### src/rtl/mux_4x1_rr_arbiter_if.sv
// Request/grant bundle between four requesters and the round-robin arbiter.
interface mux_4x1_rr_arbiter_if;
   logic [3:0] req;
   logic [3:0] grant;
   logic [1:0] sel;
   logic       busy;

   // Requester side: raises requests, observes grant/select.
   modport master (
      output req,
      input  grant,
      input  sel,
      input  busy
   );

   // Arbiter side.
   modport slave (
      input  req,
      output grant,
      output sel,
      output busy
   );
endinterface

### src/rtl/mux_4x1_rr_arbiter.sv
// Round-robin arbiter driving the select of a shared 4x1 mux, with a bounded
// grant length of HOLD_MAX cycles and same-edge re-arbitration on release.
module mux_4x1_rr_arbiter #(
   parameter int unsigned HOLD_MAX = 4
) (
   input  logic                  clock,
   input  logic                  reset,
   mux_4x1_rr_arbiter_if.slave   arb
);

   localparam int unsigned N_REQ   = 4;
   localparam int unsigned SEL_W   = 2;
   localparam int unsigned CNT_W   = 4;

   typedef enum logic {
      IDLE  = 1'b0,
      GRANT = 1'b1
   } state_t;

   state_t             state, state_nxt;
   logic [N_REQ-1:0]   grant, grant_nxt;
   logic [SEL_W-1:0]   sel, sel_nxt;
   logic               busy, busy_nxt;
   logic [SEL_W-1:0]   ptr, ptr_nxt;
   logic [CNT_W-1:0]   cnt, cnt_nxt;

   // Scan r starting at index p; returns {found, winner index}.
   function automatic logic [SEL_W:0] arbitrate(input logic [N_REQ-1:0] r,
                                                input logic [SEL_W-1:0] p);
      logic             found;
      logic [SEL_W-1:0] idx;
      logic [SEL_W-1:0] win;
      found = 1'b0;
      win   = '0;
      for (int i = 0; i < N_REQ; i++) begin
         idx = p + SEL_W'(i);
         if (!found && r[idx]) begin
            found = 1'b1;
            win   = idx;
         end
      end
      return {found, win};
   endfunction

   // State and registered outputs; synchronous reset has priority.
   always_ff @(posedge clock) begin
      if (reset) begin
         state <= IDLE;
         grant <= '0;
         sel   <= '0;
         busy  <= 1'b0;
         ptr   <= '0;
         cnt   <= '0;
      end else begin
         state <= state_nxt;
         grant <= grant_nxt;
         sel   <= sel_nxt;
         busy  <= busy_nxt;
         ptr   <= ptr_nxt;
         cnt   <= cnt_nxt;
      end
   end

   // Next-state: grant on request, hold until drop or hold limit, then rotate.
   always_comb begin
      logic [SEL_W:0]   res;
      logic [SEL_W-1:0] new_ptr;
      logic             release_c;

      state_nxt = state;
      grant_nxt = grant;
      sel_nxt   = sel;
      busy_nxt  = busy;
      ptr_nxt   = ptr;
      cnt_nxt   = cnt;
      res       = '0;
      new_ptr   = ptr;
      release_c = 1'b0;

      unique case (state)
         IDLE: begin
            res = arbitrate(arb.req, ptr);
            if (res[SEL_W]) begin
               state_nxt = GRANT;
               grant_nxt = N_REQ'(1) << res[SEL_W-1:0];
               sel_nxt   = res[SEL_W-1:0];
               busy_nxt  = 1'b1;
               cnt_nxt   = CNT_W'(1);
            end
         end
         GRANT: begin
            release_c = !arb.req[sel] || (cnt == CNT_W'(HOLD_MAX));
            if (!release_c) begin
               cnt_nxt = cnt + CNT_W'(1);
            end else begin
               // Released requester drops to lowest priority.
               new_ptr = sel + SEL_W'(1);
               ptr_nxt = new_ptr;
               res     = arbitrate(arb.req, new_ptr);
               if (res[SEL_W]) begin
                  grant_nxt = N_REQ'(1) << res[SEL_W-1:0];
                  sel_nxt   = res[SEL_W-1:0];
                  cnt_nxt   = CNT_W'(1);
               end else begin
                  // sel is kept so the mux output stays stable while idle.
                  state_nxt = IDLE;
                  grant_nxt = '0;
                  busy_nxt  = 1'b0;
                  cnt_nxt   = '0;
               end
            end
         end
         default: begin
            state_nxt = IDLE;
         end
      endcase
   end

   assign arb.grant = grant;
   assign arb.sel   = sel;
   assign arb.busy  = busy;

endmodule
### src/flat_wrapper.sv
// flat-port wrapper written by rule: the top's interface ports become plain ports
module mux_4x1_rr_arbiter_flat 
#(
   parameter int unsigned HOLD_MAX = 4
)
  (clock, reset, arb_req, arb_grant, arb_sel, arb_busy);
  mux_4x1_rr_arbiter_if arb_i ();
  input  logic clock;
  input  logic reset;
  input wire logic [$bits(arb_i.req)-1:0] arb_req;
  output wire logic [$bits(arb_i.grant)-1:0] arb_grant;
  output wire logic [$bits(arb_i.sel)-1:0] arb_sel;
  output wire logic [$bits(arb_i.busy)-1:0] arb_busy;
  assign arb_i.req = arb_req;
  assign arb_grant = arb_i.grant;
  assign arb_sel = arb_i.sel;
  assign arb_busy = arb_i.busy;
  mux_4x1_rr_arbiter #(.HOLD_MAX(HOLD_MAX)) u_core (.clock(clock), .reset(reset), .arb(arb_i));
endmodule
### config.mk
export PLATFORM = sky130hd
export DESIGN_NAME = mux_4x1_rr_arbiter_flat
export DESIGN_NICKNAME = d
export VERILOG_FILES = /design/src/rtl/mux_4x1_rr_arbiter_if.sv /design/src/rtl/mux_4x1_rr_arbiter.sv /design/src/flat_wrapper.sv
export SDC_FILE = /design/constraint.sdc
export NUM_CORES = 1
export LEC_CHECK = 0
export BUFFER_PORTS_ARGS = -buffer_cell sky130_fd_sc_hd__buf_2
export CELL_PAD_IN_SITES_DETAIL_PLACEMENT = 1
export CELL_PAD_IN_SITES_GLOBAL_PLACEMENT = 2
export CORE_ASPECT_RATIO = 1.75
export CORE_MARGIN = 2
export CORE_UTILIZATION = 35
export DETAILED_ROUTE_END_ITERATION = 12
export PLACE_DENSITY = 0.76
export SLEW_MARGIN = 20
export SYNTH_ARGS = -nofsm -noshare
export SYNTH_HDL_FRONTEND = slang
export SYNTH_SLANG_ARGS = --single-unit
### constraint.sdc
create_clock -name clock -period 3.16 [get_ports clock]
set_input_delay 0.632 -clock clock [delete_from_list [all_inputs] [get_ports clock]]
set_output_delay 0.632 -clock clock [all_outputs]
set_load 0.1 [all_outputs]
==> impl_results.md, run 1 <==
* Outcome: finished clean
* Synth Register Bits at 14
* Syn avg cell area at ~8.6 µm²
* Total power at just over 600 µW
* Fin cells at roughly 140
* Ports at 13
* WP data required at 3.28 ns
* Seq pwr share at 35.3%
* Vias per std cell at between 5 and 6
* Setup_tns at 0 ns
* WL final at 2206 µm
* Ys async rst share at 0%
* Unique masters post-synth at 44
* Ratio of cells with drive above 1 in the final layout at a little over a fifth
* RSZ-0062 raised after global routing: no
* Placement Setup Slack at roughly 0.91 ns
* Ranking of synthesized cells by instance count: 15 x nor2_1, 14 x dfxtp_1, 7 x nand2_1
* Final Instance Area at 0.001021 mm²
* Synthesis warning total at 0
* Crit-path cells: mux4_2 -> and3_4 -> a2111oi_1 -> nor3_1
* Crit path kind: reg2reg
* Maximum clock rate at 504.1 MHz
* HP Start: u_core.arb.busy$_SDFFE_PP0P_
* Initial Util at a little over a third
* Slew Viols, Final at 0
* Crit-path max cell delay at 0.60 ns
* Gr ovfl total at 0
* NumNets Final at approximately 130
* Setup violations, final at 0
* Final HPWL DP at 1760 µm
* Clk slew on worst S/H paths at ~0.060 ns
* Netlist Area Pre-Place at roughly 910 µm²
* Setup Skew at roughly 0.0014 ns
* Via count at 800
* CTS Hold Buffers Added at 0
* Placed insts at 139
* Crit-path slowest cell: mux4_2
* Peak VDD IR at 260.4 µV
* Clock root buffer: clkbuf_8
* Sequential area share after synthesis at about 31%
* DIE AREA at 0.003050 mm²
* Die Height at 71.58 µm
* Share of the synthesized area in the top cell type at a little under a third
* Number of synthesized flops with an enable pin at 0
* Post-layout min period at 1.984 ns
* Gate Count Post-Synth at about 110
* CORE AREA at roughly 0.0025 mm²
* Inserted Diodes at 0
* Post-route clock period utilization at 62.77%
* Initial antenna violation count at 0
* Worst EP arrival at between 2 and 2.5 ns
* DR pass1 iterations at 4
* DRC viols at 0
* Synthesis-to-finish area growth at 11.78%
* First-pass GRT wire length at around 3900 µm
* Largest area contributor in the netlist: dfxtp_1
* CTS buffer count at 3
* Num Clock Sinks at 14
* Post-CTS Repair Setup Buffers at 0
* Port-buffer cells at 12
* Switching Fraction at about 40%
* Pwr dens at 608.8 mW/mm²
* Int Pwr at 373.3 µW
* Dpl cell area at approximately 970 µm²
* Switch Pwr at 248.3 µW
* Predominant post-synthesis flop cell: dfxtp_1
* Syn Nets at about 110
* Max_slew headroom at between 60 and 70%
* Worst path bufs/invs at 0
* CTS tree: yes
* Clock latency at the later pin of the worst-skew pair at roughly 0.24 ns
* Largest cells by area after synthesis: dfxtp_1 31%, nor2_1 6.2%, a311oi_1 3.8%
* Largest net degree at the start of global routing at 15
* Num rows at 24
* Worst setup margin at between 1 and 1.5 ns
* Max H-tree Level at 1
* CP startpoint kind: flip-flop
* Vias in the first global route at 852
* DR WL/cell at around 15 µm
* Max_cap viols at 0
* Kind of end point of the critical path: flip-flop
* Crit path from: u_core.arb.sel[0]$_SDFFE_PP0P_
* Total GRT Usage at around 16%
* Worst Tran Pin Value at between 0.4 and 0.5 ns
* R2r startpoint: u_core.arb.sel[0]$_SDFFE_PP0P_
* Max clock buf depth at 2
* Delay-heaviest family, CP: multiplexers
* Clk pwr share at between 20% and 30%
* Leakage Power at about 0.40 nW
* Resized Gates After CTS at 0
* Die X at about 43 µm
* Count leader, synth: nor2_1
* Final Hold Vio Count at 0
* Gate power share at a little under two fifths
* Iteration-0 DRC Markers at 11
* Post-route ant nets at 0
* GPL Wtd Cong at between 0.7 and 0.8
* CP Max Fanout at 8
* # fillers at approximately 320
* HP Class: reg2reg
registers in the layout (all words and copies together) (netlist names):
name	count
u_core.state	1
u_core.cnt	4
u_core.arb.busy	1
u_core.arb.grant	4
u_core.ptr	2
u_core.arb.sel	2
per-stage QoR:
stage / utilization, % / hold slack, ns
floorplan: - / 0.4748
global placement: 38.76 / 0.4559
detailed placement: 38.76 / 0.4701
CTS: 40.96 / 0.4836
global route: 40.96 / 0.5035
finish: 40.96 / 0.4832
final timing paths:
check / end / slack, ns / cells past startpoint
hold / removal: u_core.arb.busy$_SDFFE_PP0P_ / 0.48 / 2
setup / recovery: u_core.arb.sel[0]$_SDFFE_PP0P_ / 1.18 / 4
setup reg to reg: u_core.arb.sel[0]$_SDFFE_PP0P_ / 1.18 / 4
hold reg to reg: u_core.arb.busy$_SDFFE_PP0P_ / 0.48 / 2
layout by cell type (no fill, tap or decap), types with 4 or more instances in the layout:
cell      Yosys  layout
a211oi_1      4       4
a21oi_1       5       5
a311oi_1      4       4
buf_2         2      12
clkbuf_8      0       4
dfxtp_1      14      14
nand2_1       7       7
nand2b_1      4       4
nor2_1       15      15
nor2b_1       4       4
cell families (layout without fill, tap and decap cells):
logic type	count (synthesis)	count (layout)	share of synthesized area (%)
and+or+nand+nor	50	50	32.19
xor gates and xnor gates	1	1	0.9591
DFF	14	14	30.69
adders and majority gates	2	2	2.739
AOI/OAI and AO/OA	26	26	21.23
buffers and inverters	9	20	6.438
muxes	4	4	5.753
worst reg2reg max path, delay by kind of cell (launching register included):
family           cells  cell delay, ns
AO/OA/AOI/OAI        1            0.38
flip-flops           1            0.53
multiplexers         1            0.60
AND/OR/NAND/NOR      2            0.34
routing by layer:
metal	global-route usage, %	vias up	part of all wire [%]
met4	5.208	0	1.0
met1	17.32	378	42
met3	2.267	2	1.5
met2	31.62	8	55
li1	-	412	-
met5	0	-	0
final cells by class:
class,instances,area [µm²],share of cell area [%]
clock buffer,4,55.05,5.392
inverter,3,11.26,1.103
multi-input combinational,83,574.3,56.25
sequential,14,280.3,27.45
tap,26,32.53,3.186
timing repair buffer,13,67.56,6.618
power by group through the flow:
stage	clock network (mW)	logic, mW	registers (mW)
2_1_floorplan	0	0.119	0.301
3_3_place_gp	0	0.228	0.223
3_5_place_dp	0	0.230	0.223
4_1_cts	0.179	0.230	0.220
5_1_grt	0.186	0.246	0.223
6_report	0.174	0.228	0.219
Power figures use the tool's default switching activity.
==> run 2: changes to the inputs <==
--- a/config.mk
+++ b/config.mk
@@ -10,9 +10,9 @@
 export CELL_PAD_IN_SITES_GLOBAL_PLACEMENT = 2
 export CORE_ASPECT_RATIO = 1.75
 export CORE_MARGIN = 2
-export CORE_UTILIZATION = 35
+export CORE_UTILIZATION = 33
 export DETAILED_ROUTE_END_ITERATION = 12
-export PLACE_DENSITY = 0.76
+export PLACE_DENSITY = 0.72
 export SLEW_MARGIN = 20
 export SYNTH_ARGS = -nofsm -noshare
 export SYNTH_HDL_FRONTEND = slang
==> constraint.sdc (replaced) <==
create_clock -name clock -period 1.84 [get_ports clock]
set_input_delay 0.368 -clock clock [delete_from_list [all_inputs] [get_ports clock]]
set_output_delay 0.368 -clock clock [all_outputs]
set_load 0.1 [all_outputs]
==> impl_results.md, run 2 (same netlist as run 1, synthesis figures left out) <==
* Vias in the first global route at a little under 900
* Switch Pwr at 436.5 µW
* Largest net degree at the start of global routing at 15
* Resized Gates After CTS at 0
* HP Start: u_core.arb.busy$_SDFFE_PP0P_
* GR met3 Demand/Resource at around 2.2%
* NumNets Final at approximately 140
* Post-layout min period at 1.706 ns
* CP Max Fanout at 4
* Max H-tree Level at 1
* Inserted Diodes at 0
* DRC viols at 0
* FF-to-FF path depth at 6
* DR WL/cell at between 15 and 20 µm
* Worst Tran Pin Value at 0.4876 ns
* Ports at 13
* Port-buffer cells at 12
* Post-CTS Repair Setup Buffers at 0
* Worst hold stages at 2
* Via count at 856
* Max_slew headroom at between 60% and 70%
* Worst path bufs/invs at 1
* Num Clock Sinks at 14
* Crit-path max cell delay at ~0.4 ns
* CORE AREA at around 0.0027 mm²
* Max clock buf depth at 2
* Gr ovfl total at 0
* Setup violations, final at 0
* Outcome: finished clean
* Hold Path Sink: u_core.arb.busy$_SDFFE_PP0P_
* Max_cap viols at 0
* Delay-heaviest family, CP: compound AO/OA/AOI/OAI gates
* Setup Skew at 0.002720 ns
* Hold slack at 0.4725 ns
* Peak VDD IR at 472.7 µV
* First-pass GRT wire length at 4188 µm
* WP data required at 1.99 ns
* Clk pwr share at a little under a quarter
* Gate power share at 41.4%
* Die X at 43.77 µm
* Crit path kind: reg2reg
* Total power at 1.071 mW
* Met2 Use GR at around a third
* Worst EP arrival at approximately 1.9 ns
* CTS buffer count at 3
* Num rows at 25
* Ratio of cells with drive above 1 in the final layout at approximately a third
* Most frequent cells in the layout: 15 x nor2_1, 14 x buf_4, 12 x buf_2, 12 x dfxtp_1, 7 x nand2_1
* Kind of end point of the critical path: flip-flop
* GPL Wtd Cong at ~0.71
* Leakage Power at between 0.4 and 0.5 nW
* GRT Max-Usage Layer: met2
* Switching Fraction at 40.77%
* Int Pwr at 634.1 µW
* Initial antenna violation count at 0
* Clock root buffer: clkbuf_8
* Worst R2R End: u_core.arb.grant[1]$_SDFFE_PP0P_
* Commonest non-fill, non-tap cell in the layout: nor2_1
* Met1 usage at ~18%
* Worst R2R Setup Slack at about 0.13 ns
* R2r startpoint: u_core.ptr[0]$_SDFFE_PP0P_
* CP startpoint kind: flip-flop
* Crit-path cells: nor2b_1 -> or3_1 -> a221oi_1 -> buf_4 -> nand2b_1 -> a311oi_1
* RSZ-0062 raised after global routing: no
* Die Height at 73.60 µm
* Vias per std cell at 5.452
* Clock latency at the later pin of the worst-skew pair at 0.24 ns
* CTS tree: yes
* DR pass1 iterations at 3
* Maximum clock rate at roughly 590 MHz
* Crit path from: u_core.ptr[0]$_SDFFE_PP0P_
* Crit-path slowest cell: dfxtp_1
* Seq pwr share at 35.1%
* Slew Viols, Final at 0
* DIE AREA at between 0.003 and 0.004 mm²
* Synthesis-to-finish area growth at 25.48%
* Final Hold Vio Count at 0
* Post-route clock period utilization at between 90 and 100%
* Clk slew on worst S/H paths at 0.06 ns
* Iteration-0 DRC Markers at 3
* Total GRT Usage at between 10% and 20%
* Post-route ant nets at 0
* Biggest regs: u_core.arb.grant x4, u_core.cnt x4
* Initial Util at 34.35%
* CTS Hold Buffers Added at 0
* HP Class: reg2reg
* WL final at 2440 µm
* Pwr dens at about 930 mW/mm²
* Final HPWL DP at about 2000 µm
## run 2: power by group through the flow
stage               clock network (mW)  registers, mW  logic, mW
finish                           0.251          0.376      0.443
global route                     0.276          0.383      0.476
CTS                              0.265          0.378      0.449
detailed placement                   0          0.385      0.448
global placement                     0          0.383      0.441
floorplan                            0          0.520      0.219
## run 2: how the worst max path moves through the flow
stage                                        to  slack [ns]  cells past startpoint
6_report       u_core.arb.grant[1]$_SDFFE_PP0P_        0.13                      6
3_3_place_gp   u_core.arb.grant[1]$_SDFFE_PP0P_       0.006                      7
5_1_grt        u_core.arb.grant[2]$_SDFFE_PP0P_        0.02                      5
2_1_floorplan  u_core.arb.grant[1]$_SDFFE_PP0P_       -0.11                      7
3_5_place_dp   u_core.arb.grant[1]$_SDFFE_PP0P_       -0.05                      7
4_1_cts        u_core.arb.grant[1]$_SDFFE_PP0P_        0.11                      6
## run 2: layer usage
layer / wire length (µm) / part of all wire (%)
met5: 0 / 0
met4: 32 / 1.3
met3: 36 / 1.5
met2: 1416 / 58
met1: 955 / 39
## run 2: cell type report
| cell class | instances | area (µm²) |
|---|---|---|
| clock buffers | 3 | 41.29 |
| clock inverters | 1 | 3.754 |
| fillers | 340 | 1513 |
| inverters | 3 | 11.26 |
| multi-input cells | 83 | 603.1 |
| flip-flops and latches | 14 | 287.8 |
| well taps | 27 | 33.78 |
| repair buffers | 26 | 165.2 |
## run 2: per-stage QoR
| stage | cell area (µm²) | util, % | worst slack, ns | instances | TNS (ns) |
|---|---|---|---|---|---|
| CTS | 1146 | 43.11 | 0.1126 | 157 | 0 |
| detailed placement | 1101 | 41.41 | -0.04738 | 153 | -0.1060 |
| global placement | 1101 | 41.41 | 0.005718 | 153 | 0 |
| floorplan | 953.4 | - | -0.1125 | 106 | -0.5398 |
| global route | 1146 | 43.11 | 0.02106 | 157 | 0 |
| finish | 1146 | 43.11 | 0.1344 | 157 | 0 |
## run 2: worst reg2reg max path, stage by stage, from the launching register on
cell and delay [ns]:
dfxtp_1 0.39, nor2b_1 0.09, or3_1 0.38, a221oi_1 0.28, buf_4 0.18, nand2b_1 0.05
a311oi_1 0.25
